[config.mk]
export PLATFORM = sky130hd
export DESIGN_NAME = piece_scheduler
export DESIGN_NICKNAME = d
export VERILOG_FILES = /design/src/rtl/piece_scheduler_pkg.sv /design/src/rtl/piece_fifo.sv /design/src/rtl/piece_scheduler.sv
export SDC_FILE = /design/constraint.sdc
export NUM_CORES = 1
export LEC_CHECK = 0
export BUFFER_PORTS_ARGS = -buffer_cell sky130_fd_sc_hd__buf_2
export CAP_MARGIN = 20
export CELL_PAD_IN_SITES_DETAIL_PLACEMENT = 1
export CELL_PAD_IN_SITES_GLOBAL_PLACEMENT = 1
export CORE_ASPECT_RATIO = 0.9
export CORE_MARGIN = 1
export CORE_UTILIZATION = 32
export DETAILED_ROUTE_END_ITERATION = 8
export GPL_ROUTABILITY_DRIVEN = 0
export GPL_TIMING_DRIVEN = 0
export PLACE_DENSITY_LB_ADDON = 0.1
export SYNTH_ARGS = -nofsm -noshare
export SYNTH_HDL_FRONTEND = slang
export SYNTH_SLANG_ARGS = --single-unit
[constraint.sdc]
create_clock -name i_clk -period 3.8 [get_ports i_clk]
set_input_delay 0.38 -clock i_clk [delete_from_list [all_inputs] [get_ports i_clk]]
set_output_delay 0.38 -clock i_clk [all_outputs]
set_load 0.02 [all_outputs]
[src/rtl/piece_scheduler_pkg.sv]
// Shared constants for the piece scheduler: state codes, piece-type width and the "no piece" code.
package piece_scheduler_pkg;
  localparam int TYPE_W    = 3;
  localparam int NUM_TYPES = 7;

  typedef logic [TYPE_W-1:0] piece_t;

  localparam piece_t NONE_CODE = piece_t'(NUM_TYPES);

  localparam logic [1:0] ST_IDLE = 2'd0;
  localparam logic [1:0] ST_FILL = 2'd1;
  localparam logic [1:0] ST_RUN  = 2'd2;
  localparam logic [1:0] ST_OVER = 2'd3;

  function automatic logic is_legal(input piece_t c);
    return c != NONE_CODE;
  endfunction
endpackage

[src/rtl/piece_fifo.sv]
// Circular preview queue of piece codes; pointers wrap at DEPTH-1 so any DEPTH in 2..7 works.
module piece_fifo
  import piece_scheduler_pkg::*;
#(
  parameter int DEPTH = 3
) (
  input  logic        i_clk,
  input  logic        i_rst,
  input  logic        i_flush,
  input  logic        i_push,
  input  logic        i_pop,
  input  piece_t      i_data,
  output piece_t      o_head,
  output logic [2:0]  o_count,
  output logic        o_full,
  output logic        o_empty
);
  localparam int PTR_W = $clog2(DEPTH);
  localparam logic [PTR_W-1:0] LAST_IDX = PTR_W'(DEPTH - 1);
  localparam logic [2:0] DEPTH_C = 3'(DEPTH);

  piece_t            r_mem [2**PTR_W];
  logic [PTR_W-1:0]  r_wr_ptr;
  logic [PTR_W-1:0]  r_rd_ptr;
  logic [2:0]        r_count;
  logic              w_push;
  logic              w_pop;

  assign o_full  = (r_count == DEPTH_C);
  assign o_empty = (r_count == 3'd0);
  assign o_count = r_count;
  assign o_head  = o_empty ? '0 : r_mem[r_rd_ptr];

  // A push into a full queue is only legal when the head leaves in the same cycle.
  assign w_pop  = i_pop && !o_empty;
  assign w_push = i_push && (!o_full || w_pop);

  always_ff @(posedge i_clk) begin
    if (w_push) r_mem[r_wr_ptr] <= i_data;
  end

  always_ff @(posedge i_clk) begin
    if (i_rst || i_flush) begin
      r_wr_ptr <= '0;
      r_rd_ptr <= '0;
      r_count  <= 3'd0;
    end else begin
      if (w_push) r_wr_ptr <= (r_wr_ptr == LAST_IDX) ? '0 : r_wr_ptr + PTR_W'(1);
      if (w_pop)  r_rd_ptr <= (r_rd_ptr == LAST_IDX) ? '0 : r_rd_ptr + PTR_W'(1);
      case ({w_push, w_pop})
        2'b10:   r_count <= r_count + 3'd1;
        2'b01:   r_count <= r_count - 3'd1;
        default: r_count <= r_count;
      endcase
    end
  end
endmodule

[src/rtl/piece_scheduler.sv]
// Session controller: filters random words into piece codes, keeps the preview queue topped up
// and hands out one piece per game-core request.
//   state | meaning
//   IDLE  | waiting for start, queue idle
//   FILL  | filling preview queue after (re)start
//   RUN   | serving requests, refilling whenever not full
//   OVER  | game over, frozen until start
module piece_scheduler
  import piece_scheduler_pkg::*;
#(
  parameter int DEPTH  = 3,
  parameter int RAND_W = 16
) (
  input  logic              i_clk,
  input  logic              i_rst,
  input  logic              i_start,
  input  logic              i_game_over,
  input  logic [RAND_W-1:0] i_rand_in,
  input  logic              i_piece_req,
  output piece_t            o_piece_type,
  output logic              o_piece_valid,
  output piece_t            o_next_type,
  output logic [2:0]        o_queue_count,
  output logic [1:0]        o_state
);
  localparam logic [2:0] LAST_CNT = 3'(DEPTH - 1);

  logic [1:0] r_state;
  logic       r_pending;
  logic       r_retry;
  piece_t     r_last;
  piece_t     r_piece_type;
  logic       r_piece_valid;

  piece_t     w_cand;
  piece_t     w_head;
  logic [2:0] w_count;
  logic       w_full;
  logic       w_empty;
  logic       w_active;
  logic       w_pop;
  logic       w_room;
  logic       w_repeat;
  logic       w_push;
  logic       w_unused_rand;

  assign w_cand        = i_rand_in[TYPE_W-1:0];
  assign w_unused_rand = ^i_rand_in[RAND_W-1:TYPE_W];

  // start and game_over both pre-empt any queue traffic in their cycle.
  assign w_active = (r_state == ST_FILL || r_state == ST_RUN) && !i_start && !i_game_over;
  assign w_pop    = w_active && (r_state == ST_RUN) && (i_piece_req || r_pending) && !w_empty;
  assign w_room   = !w_full || w_pop;
  assign w_repeat = (w_cand == r_last) && !r_retry;
  assign w_push   = w_active && w_room && is_legal(w_cand) && !w_repeat;

  piece_fifo #(.DEPTH(DEPTH)) u_fifo (
    .i_clk   (i_clk),
    .i_rst   (i_rst),
    .i_flush (i_start),
    .i_push  (w_push),
    .i_pop   (w_pop),
    .i_data  (w_cand),
    .o_head  (w_head),
    .o_count (w_count),
    .o_full  (w_full),
    .o_empty (w_empty)
  );

  always_ff @(posedge i_clk) begin
    if (i_rst) begin
      r_state       <= ST_IDLE;
      r_pending     <= 1'b0;
      r_retry       <= 1'b0;
      r_last        <= NONE_CODE;
      r_piece_type  <= '0;
      r_piece_valid <= 1'b0;
    end else begin
      r_piece_valid <= w_pop;
      if (w_pop) r_piece_type <= w_head;

      if (i_start) begin
        r_state   <= ST_FILL;
        r_pending <= 1'b0;
        r_retry   <= 1'b0;
        r_last    <= NONE_CODE;
      end else if (i_game_over && (r_state == ST_FILL || r_state == ST_RUN)) begin
        r_state   <= ST_OVER;
        r_pending <= 1'b0;
      end else begin
        case (r_state)
          ST_FILL: begin
            if (i_piece_req) r_pending <= 1'b1;
            if (w_push && w_count == LAST_CNT) r_state <= ST_RUN;
          end
          ST_RUN: begin
            if (w_pop)            r_pending <= 1'b0;
            else if (i_piece_req) r_pending <= 1'b1;
          end
          default: ;
        endcase

        // A repeat is refused only once; the retry flag lets the next repeat through.
        if (w_active && w_room) begin
          if (w_push)                            r_retry <= 1'b0;
          else if (w_repeat && is_legal(w_cand)) r_retry <= 1'b1;
        end
        if (w_push) r_last <= w_cand;
      end
    end
  end

  assign o_piece_type  = r_piece_type;
  assign o_piece_valid = r_piece_valid;
  assign o_next_type   = w_head;
  assign o_queue_count = w_count;
  assign o_state       = r_state;
endmodule

==> results of run 1 <==
[per-stage QoR]
stage / area, sq um / hold slack [ns] / utilization, %
finish: 1630 / 0.3594 / 39.75
global placement: 1524 / 0.4729 / 37.16
detailed placement: 1524 / 0.4844 / 37.16
global route: 1630 / 0.3688 / 39.75
floorplan: 1369 / 0.4524 / -
CTS: 1630 / 0.3561 / 39.75
[cell type report]
class / count / share of cell area, %
multi-input combinational: 74 / 34.77
sequential: 32 / 46.66
timing repair buffer: 19 / 5.833
buffer: 2 / 0.9210
tap: 48 / 3.684
inverter: 7 / 1.612
clock inverter: 3 / 2.302
clock buffer: 5 / 4.221
[flip-flops by register name, indices dropped and copies added (netlist names), named ones only]
signal / cells
o_piece_type: 3
o_piece_valid: 1
o_state: 2
r_last: 3
r_pending: 1
r_retry: 1
u_fifo.o_count: 3
u_fifo.r_mem: 12
u_fifo.r_rd_ptr: 2
u_fifo.r_wr_ptr: 2
[routing by layer]
metal,part of all wire (%),routed length [microns]
met5,0,0
met4,0.94,27
met3,4.2,120
met2,45,1302
met1,50,1437
[cells by family after synthesis]
logic type	synth area share (%)
mux	11.52
compound gates	6.308
flops	55.58
buf+inv	3.016
fa+ha+maj	4.205
xor+xnor	3.199
simple gates	16.18
[synthesized netlist by cell type]
cell type	count	area share (%)
or2_2	1	0.46
inv_1	7	1.9
o221a_2	1	0.82
nor4_1	2	0.91
or3_1	1	0.46
a21oi_1	4	1.5
o211ai_1	1	0.55
mux2i_1	9	6.6
fa_1	1	1.5
a211oi_1	1	0.55
a311o_1	1	0.73
nor3_2	1	0.73
o21ai_0	6	2.2
nor3b_1	2	1.1
dfxtp_1	20	29
or4_4	1	0.82
and2b_2	2	1.3
nand3b_1	1	0.55
mux4_2	3	4.9
ha_1	3	2.7
nor2b_1	5	2.3
nor2_1	13	3.6
and3_1	3	1.4
xor2_1	5	3.2
edfxtp_1	12	26
clkbuf_1	1	0.27
nor3_1	2	0.73
or3_4	1	0.82
buf_6	1	0.82
nand2_1	4	1.1
[how the worst min path moves through the flow]
stage	start	end	slack [ns]	cells after the start
final	i_rand_in[1]	u_fifo.r_mem[1][1]	0.36	1
after global routing	i_rand_in[1]	u_fifo.r_mem[1][1]	0.37	1
after CTS	i_rand_in[1]	u_fifo.r_mem[1][1]	0.36	1
after detailed placement	o_piece_type[1]	o_piece_type[1]	0.48	2
after global placement	o_piece_type[1]	o_piece_type[1]	0.47	2
after floorplan	i_rst	o_piece_type[0]	0.45	1
[power breakdown]
part	internal, W	leakage [nW]	switching (W)	total (W)
sequential	0.000359	0.270	0.00000265	0.000362
clock	0.000191	0.0532	0.000130	0.000320
combinational	0.0000166	0.302	0.0000245	0.0000411
total	0.000566	0.625	0.000157	0.000723
==> impl_metrics.toml, run 1 <==
[setup_path]
cp.buffers_inverters = 2
cpLargestDelayFamily = "simple AND/OR/NAND/NOR gates"
cp_slowest_cell = "nor3_2"
cp_slowest_stage_delay_ns = 0.50
cp_cell_sequence = "inv_1, ha_1, or3_4, nor3_2, ha_1, inv_1, fa_1, xor2_1, or3_1, a21oi_1"
arrival_ns = 3.32
start_kind = "flip-flop"
worst-path-stages = 10
end_kind = "flip-flop"
reg2regPathDepth = 10
cp.required_ns = 4.02
startpoint = "o_state[0]"
r2r_slack_ns = 0.70
cp_max_fo = 6
crit_type = "reg -> reg"
r2r_end = "u_fifo.o_count[2]"
worstReg2RegStart = "o_state[0]"
worstSetupEndpoint = "u_fifo.o_count[2]"

[finish]
regArea_sq_um = 760.7
antenna-diode-count = 0
fillers = 463
layout-drive-gt1-share_pct = 25.35
nNetsFinal = 166
mostFrequentLayoutCells = "dfxtp_1, buf_2, nor2_1"
multi_input_area_sq_um = 566.8
syn_to_final_growth_pct = 19.10
mostFrequentLayoutCell = "dfxtp_1"
layoutNonFillerInstCount = 190

[grt]
use_met3_pct = 5.678
grt_max_degree = 11
grt_pass1_vias = 997
grt.busiest_layer = "met2"
grt_pass1_wl_mm = 4.809
antenna_found_initial = 0
grt_util_all_layers_pct = 14.63
grtUsageMet2_pct = 23.08
grt-ovfl-total = 0
grt_use_met1_pct = 18.20

[timing]
max-slew-margin-rel_pct = 42.60
setup_violations = 0
drv_slew = 0
hold_viol = 0
layout_min_cycle_time_ns = 3.098
skew_ns = 0.005477
tightest_slew_ns = 0.8545
grt_setup_unrepaired = "false"
fmax_mhz = 322.8
setup-tns-final_ns = 0
finalCritPeriodShare_pct = 81.52
fin_ws_ns = 0.7022

[routing]
drcViolationCount = 0
num_vias = 922
routed_wl_mm = 2.887
final_antenna_net_count = 0
wl_per_cell_microns = 15.19
dr.pass1.iters = 6
via_per_inst = 4.853
drt_iter0_drc = 37

[cts]
cts_resized = 0
ctsHoldBuffers = 0
numCtsBuffers = 5
path_clk_slew_ns = 0.07
clockBufferDepth = 2
cts-root-buf = "clkbuf_8"
clkSinkCount = 32
clock_latency_ns = 0.29
postCtsSetupBuffers = 0
cts_max_level = 2
cts_tree = "yes"

[yosys]
synthesis.nets = 140
yosysSeqAreaShare_pct = 55.58
synth.distinct_cells = 30
syn_avg_cell_area_sq_um = 11.90
synth-seq-cells = 32
yosysWarningCount = 0
synth_area_sq_um = 1369
syn_inst = 115

[power]
power_w = 0.0007233
p_per_area_nw_per_um2 = 443.6
vdd_drop_max_mv = 0.1287
leakage_nw = 0.6252

[placed_design]
pre_cts_ws_ns = 0.6794
portBuffers = 19
place_inst = 182
dp_hpwl_mm = 2.123

[floorplan]
core-area_sq_um = 4101
die_area_sq_um = 4543
io_pins = 33
die_w_microns = 70.94
die_h_microns = 64.05
initial_core_util_pct = 33.37
num_rows = 22

[hold_path]
hp-class = "in -> reg"

[job]
maxCapViolations = 0

[status]
status = "finished clean"
(Power assumes the default switching activity.)
==> run 2: changes to the inputs <==
==> constraint.sdc (replaced) <==
create_clock -name i_clk -period 2.5 [get_ports i_clk]
set_input_delay 0.25 -clock i_clk [delete_from_list [all_inputs] [get_ports i_clk]]
set_output_delay 0.25 -clock i_clk [all_outputs]
set_load 0.02 [all_outputs]
==> run 2 against run 1 <==
- the run now ends with DRC left
- maximum frequency rose by 24%
- sequential power rose by 52%
- combinational power rose by 98%
- setup slack got worse by 0.70 ns
- hold slack got worse by 0.12 ns
- critical path depth did not move
- sequential share of layout area fell by 3.1 points
- non-clock buffer count rose by 8
- power rose by 56%
- critical endpoint unchanged
- largest power group unchanged
==> impl_metrics.toml, run 2 (synthesized netlist as in run 1, its figures left out) <==
[status]
status = "finished, violations left"
violations = "DRC"

[cts]
cts-root-buf = "clkbuf_8"
clkSinkCount = 32
clockBufferDepth = 2
cts_max_level = 2
clock_latency_ns = 0.29
ctsHoldBuffers = 0
path_clk_slew_ns = 0.07
numCtsBuffers = 5
cts_tree = "yes"

[grt]
antenna_found_initial = 0
grt_pass1_wl_mm = 5.761
grt_util_all_layers_pct = 17.47
grt_pass1_vias = 1152
grt-ovfl-total = 0
grt_max_degree = 11

[finish]
mostFrequentLayoutCells = "buf_2, dfxtp_1, edfxtp_1"
largest_reg_flops = 12
syn_to_final_growth_pct = 28.98
antenna-diode-count = 0
nNetsFinal = 174
final_area_sq_um = 1765
top_register = "u_fifo.r_mem"
layout-drive-gt1-share_pct = 40.00
mostFrequentLayoutCell = "buf_2"

[routing]
final_antenna_net_count = 0
num_vias = 976
routed_wl_mm = 3.277
drt_iter0_drc = 56
drcViolationCount = 2
dr.pass1.iters = 6
via_per_inst = 4.929
wl_per_cell_microns = 16.55

[job]
maxCapViolations = 0

[placed_design]
place_area_sq_um = 1573
dp_hpwl_mm = 2.290
portBuffers = 19

[setup_path]
arrival_ns = 2.72
startpoint = "o_state[1]"
crit_type = "reg -> reg"
cp.required_ns = 2.72
end_kind = "flip-flop"
cp_max_fo = 4
start_kind = "flip-flop"
worstReg2RegStart = "o_state[1]"

[timing]
skew_ns = 0.005199
max-slew-margin-rel_pct = 39.61
grt_setup_unrepaired = "true"
setup-tns-final_ns = 0
setup_violations = 0
hold_viol = 0
drv_slew = 0
fmax_mhz = 401.0
layout_min_cycle_time_ns = 2.494
tightest_slew_ns = 0.8990
hold_ws_ns = 0.2349
finalCritPeriodShare_pct = 99.76

[hold_path]
worstHoldStart = "i_rst"
hp-class = "in -> reg"

[power]
power_w = 0.001128
leakage_nw = 0.6859
p_per_area_nw_per_um2 = 639.0
vdd_drop_max_mv = 0.3027

[floorplan]
die_area_sq_um = 4543
io_pins = 33
num_rows = 22
initial_core_util_pct = 33.37
die_h_microns = 64.05
core-area_sq_um = 4101
die_w_microns = 70.94
run 2: cell count changes in the layout (fill, tap and decap cells not counted), sizes merged:
| cell | change |
|---|---|
| clkbuf | +1 |
| buf | +8 |
| clkinv | -1 |
run 2: worst max-delay path: stages, from the launching register on:
cell	delay (ns)
dfxtp_4	0.36
ha_4	0.24
or3_4	0.37
buf_6	0.14
nor3_4	0.21
ha_4	0.17
inv_2	0.03
fa_2	0.32
xor2_1	0.16
or3_1	0.31
a21oi_1	0.12
run 2: what timing repair did:
item	in CTS	in global routing
hold endpoints to repair	0	0
setup buffers	7	2
pin swaps	7	2
resized for setup	3	6
endpoints found under the setup margin	8	8
run 2: final cells by class:
cell class | count | area (sq um)
Buffer | 1 | 3.754
Clock buffer | 6 | 72.57
Clock inverter | 2 | 35.03
Fill cell | 458 | 2336
Inverter | 7 | 28.78
Multi-Input combinational cell | 74 | 630.6
Sequential cell | 32 | 768.2
Tap cell | 48 | 60.06
Timing Repair Buffer | 28 | 166.4
run 2: where the power goes:
group,leakage (nW),switching (W),internal (W),total (W)
Combinational,0.360,0.0000454,0.0000361,0.0000815
Clock,0.0552,0.000202,0.000296,0.000498
Sequential,0.271,0.00000408,0.000545,0.000549
run 2: metrics by stage:
step / std cells / util [%] / setup slack (ns)
after floorplan: 115 / - / -0.03553
after global placement: 182 / 38.35 / -0.2719
after detailed placement: 182 / 38.35 / -0.4176
after CTS: 197 / 42.59 / -0.06005
after global routing: 198 / 43.04 / -0.09669
final: 198 / 43.04 / 0.006115
run 2: metal layers:
metal,wire length [microns],up-vias,track usage [%]
met5,0,-,0
li1,-,476,-
met1,1520,474,20.88
met4,59,0,6.750
met2,1565,18,28.97
met3,132,8,5.994
run 2: path summary, 6_finish.rpt:
check                       to  cells past startpoint  slack [ns]
max          u_fifo.o_count[2]                     10       0.006
max reg2reg  u_fifo.o_count[2]                     10       0.006
min            o_piece_type[0]                      2        0.23
min reg2reg    o_piece_type[0]                      2        0.49
==> run 3: changes to the inputs <==
--- a/config.mk
+++ b/config.mk
@@ -5,9 +5,10 @@
 export SDC_FILE = /design/constraint.sdc
 export NUM_CORES = 1
 export LEC_CHECK = 0
+export ABC_AREA = 1
 export BUFFER_PORTS_ARGS = -buffer_cell sky130_fd_sc_hd__buf_2
-export CAP_MARGIN = 20
-export CELL_PAD_IN_SITES_DETAIL_PLACEMENT = 1
+export CAP_MARGIN = 10
+export CELL_PAD_IN_SITES_DETAIL_PLACEMENT = 0
 export CELL_PAD_IN_SITES_GLOBAL_PLACEMENT = 1
 export CORE_ASPECT_RATIO = 0.9
 export CORE_MARGIN = 1
==> run 3 against run 2 <==
- the flow now finishes without violations
- via count grew 17%
- count of clock-buffer cells in the layout is the same
- maximum frequency grew 9.4%
==> impl_metrics.toml, run 3 <==
[finish]
nNetsFinal = 214
syn_to_final_growth_pct = 22.83
layoutNonFillerInstCount = 250
largest_reg_flops = 12
mostFrequentLayoutCells = "inv_1, nor2_1, nand2_1"
antenna-diode-count = 0
top_register = "u_fifo.r_mem"
finalCoreUtilization_pct = 42.36
mostFrequentLayoutCell = "inv_1"
layout-drive-gt1-share_pct = 26.84

[setup_path]
cp_max_fo = 4
start_kind = "flip-flop"
cp.required_ns = 2.67
cp_slowest_stage_delay_ns = 0.38
cpLargestDelayFamily = "adder cells"
end_kind = "flip-flop"
cp_slowest_cell = "fa_1"
arrival_ns = 2.45
cp_cell_sequence = "inv_1, ha_4, nor2_2, nand2_2, nor2_4, nand3_4, inv_4, ha_1, inv_1, fa_1, a21oi_1, o21ai_1, o21ai_1, a21oi_1"
cp.buffers_inverters = 3
crit_type = "reg -> reg"

[yosys]
synth.area.top_cells = "dfxtp_1, edfxtp_1, inv_1, nor2_1, a21oi_1"
synth_common_cells = "inv_1, nor2_1, dfxtp_1, nand2_1, a21oi_1"
synth_mux_area_share_pct = 0
yosys.area.top_type = "dfxtp_1"
post_synth_fa_ha_maj_area_fraction_pct = 3.962
yosysWarningCount = 0
synth_top_family_by_area = "simple AND/OR/NAND/NOR gates"
syn_inst = 158
synth_xor_area_share_pct = 0
yosysSeqAreaShare_pct = 52.37
synth-seq-cells = 32
ys_async_sr_fraction_pct = 0
synth.distinct_cells = 28
synth-compound-area-share_pct = 14.38
synthDominantCellAreaShare_pct = 27.56
synth-edff-count = 12
post-synth-top-count-cell = "inv_1"
syn_avg_cell_area_sq_um = 9.194
synth_area_sq_um = 1453
synthesis.nets = 183
ys.flop_type = "dfxtp_1"
synth-simple-area-share_pct = 22.31

[cts]
clock_latency_ns = 0.28
cts_tree = "yes"
numCtsBuffers = 5
ctsHoldBuffers = 0
cts-root-buf = "clkbuf_8"
path_clk_slew_ns = 0.06
cts_max_level = 2
clockBufferDepth = 2
clkSinkCount = 32

[timing]
fmax_mhz = 438.8
tightest_slew_ns = 0.6619
grt_setup_unrepaired = "false"
max-slew-margin-rel_pct = 55.71
hold_viol = 0
skew_ns = 0.004694
setup-tns-final_ns = 0
layout_min_cycle_time_ns = 2.279
drv_slew = 0
finalCritPeriodShare_pct = 91.17
setup_violations = 0
fin_ws_ns = 0.2209

[routing]
routed_wl_mm = 2.862
dr.pass1.iters = 4
num_vias = 1145
via_per_inst = 4.580
drcViolationCount = 0
wl_per_cell_microns = 11.45
drt_iter0_drc = 69
final_antenna_net_count = 0

[power]
power_w = 0.001106
p_per_area_nw_per_um2 = 619.7
vdd_drop_max_mv = 0.3119
leakage_nw = 0.7649

[grt]
grt_util_all_layers_pct = 13.88
antenna_found_initial = 0
grt_max_degree = 11
grt_pass1_vias = 1095
grt-ovfl-total = 0
grt_pass1_wl_mm = 4.823

[placed_design]
portBuffers = 19
place_inst = 237
pre_cts_ws_ns = -0.1166
dp_hpwl_mm = 2.192

[job]
maxCapViolations = 0

[floorplan]
core-area_sq_um = 4212
die_area_sq_um = 4813
die_w_microns = 73.02
io_pins = 33
initial_core_util_pct = 34.49
die_h_microns = 65.92
num_rows = 22

[status]
status = "finished clean"

[hold_path]
hp-class = "in -> reg"
run 3: cell count changes after synthesis, moves of 3 or more:
| cell | delta |
|---|---|
| a21oi_1 | +11 |
| and3_1 | -3 |
| inv_1 | +16 |
| inv_2 | +4 |
| mux2i_1 | -9 |
| mux4_2 | -3 |
| nand2_1 | +16 |
| nand4_1 | +4 |
| nor2_1 | +8 |
| nor2b_1 | -5 |
| o21ai_0 | +6 |
| xor2_1 | -5 |
run 3: logic make-up after synthesis:
| family | after synthesis |
|---|---|
| buffers and inverters | 27 |
| and+or+nand+nor | 61 |
| DFF | 32 |
| AOI/OAI and AO/OA | 34 |
| adders and majority gates | 4 |
run 3: metal layers:
layer / track usage (%) / share of wire [%] / vias to the layer above / routed length, microns
li1: - / - / 590 / -
met1: 15.78 / 47 / 525 / 1343
met2: 22.92 / 47 / 24 / 1335
met3: 4.421 / 4.9 / 6 / 141
met4: 7.843 / 1.5 / 0 / 42
met5: 0 / 0 / - / 0
run 3: through the flow:
stage                     area (sq um)  hold slack, ns
after global routing              1784          0.1836
after CTS                         1775          0.1747
after global placement            1623          0.4416
after floorplan                   1453          0.3191
after detailed placement          1623          0.4453
final                             1784          0.1756
run 3: area by class of cell:
class	instances	area, sq um
clock buffer	6	72.57
timing repair buffer	24	132.6
multi-input combinational	99	603.1
inverter	27	103.9
clock inverter	2	35.03
sequential	32	762.0
tap	60	75.07
fill	438	2427
run 3: power breakdown:
group	internal [W]	total (W)	switching, W
clock	0.000295	0.000474	0.000179
combinational	0.0000278	0.0000791	0.0000513
sequential	0.000547	0.000552	0.00000482
total	0.000870	0.00111	0.000235
run 3: path summary, 6_finish.rpt:
| check | startpoint | endpoint | slack [ns] | cells after the start |
|---|---|---|---|---|
| setup / recovery | o_state[0] | u_fifo.o_count[2] | 0.22 | 14 |
| hold / removal | i_rst | o_state[0] | 0.18 | 2 |
| setup reg to reg | o_state[0] | u_fifo.o_count[2] | 0.22 | 14 |
| hold reg to reg | r_retry | r_retry | 0.45 | 2 |
run 3: timing repair:
action / 4_1_cts / 5_1_grt
buffers inserted: 4 / 1
setup endpoints to repair: 2 / 2
cloned: 0 / 0
pin swaps: 1 / 1
resized for setup: 2 / 3
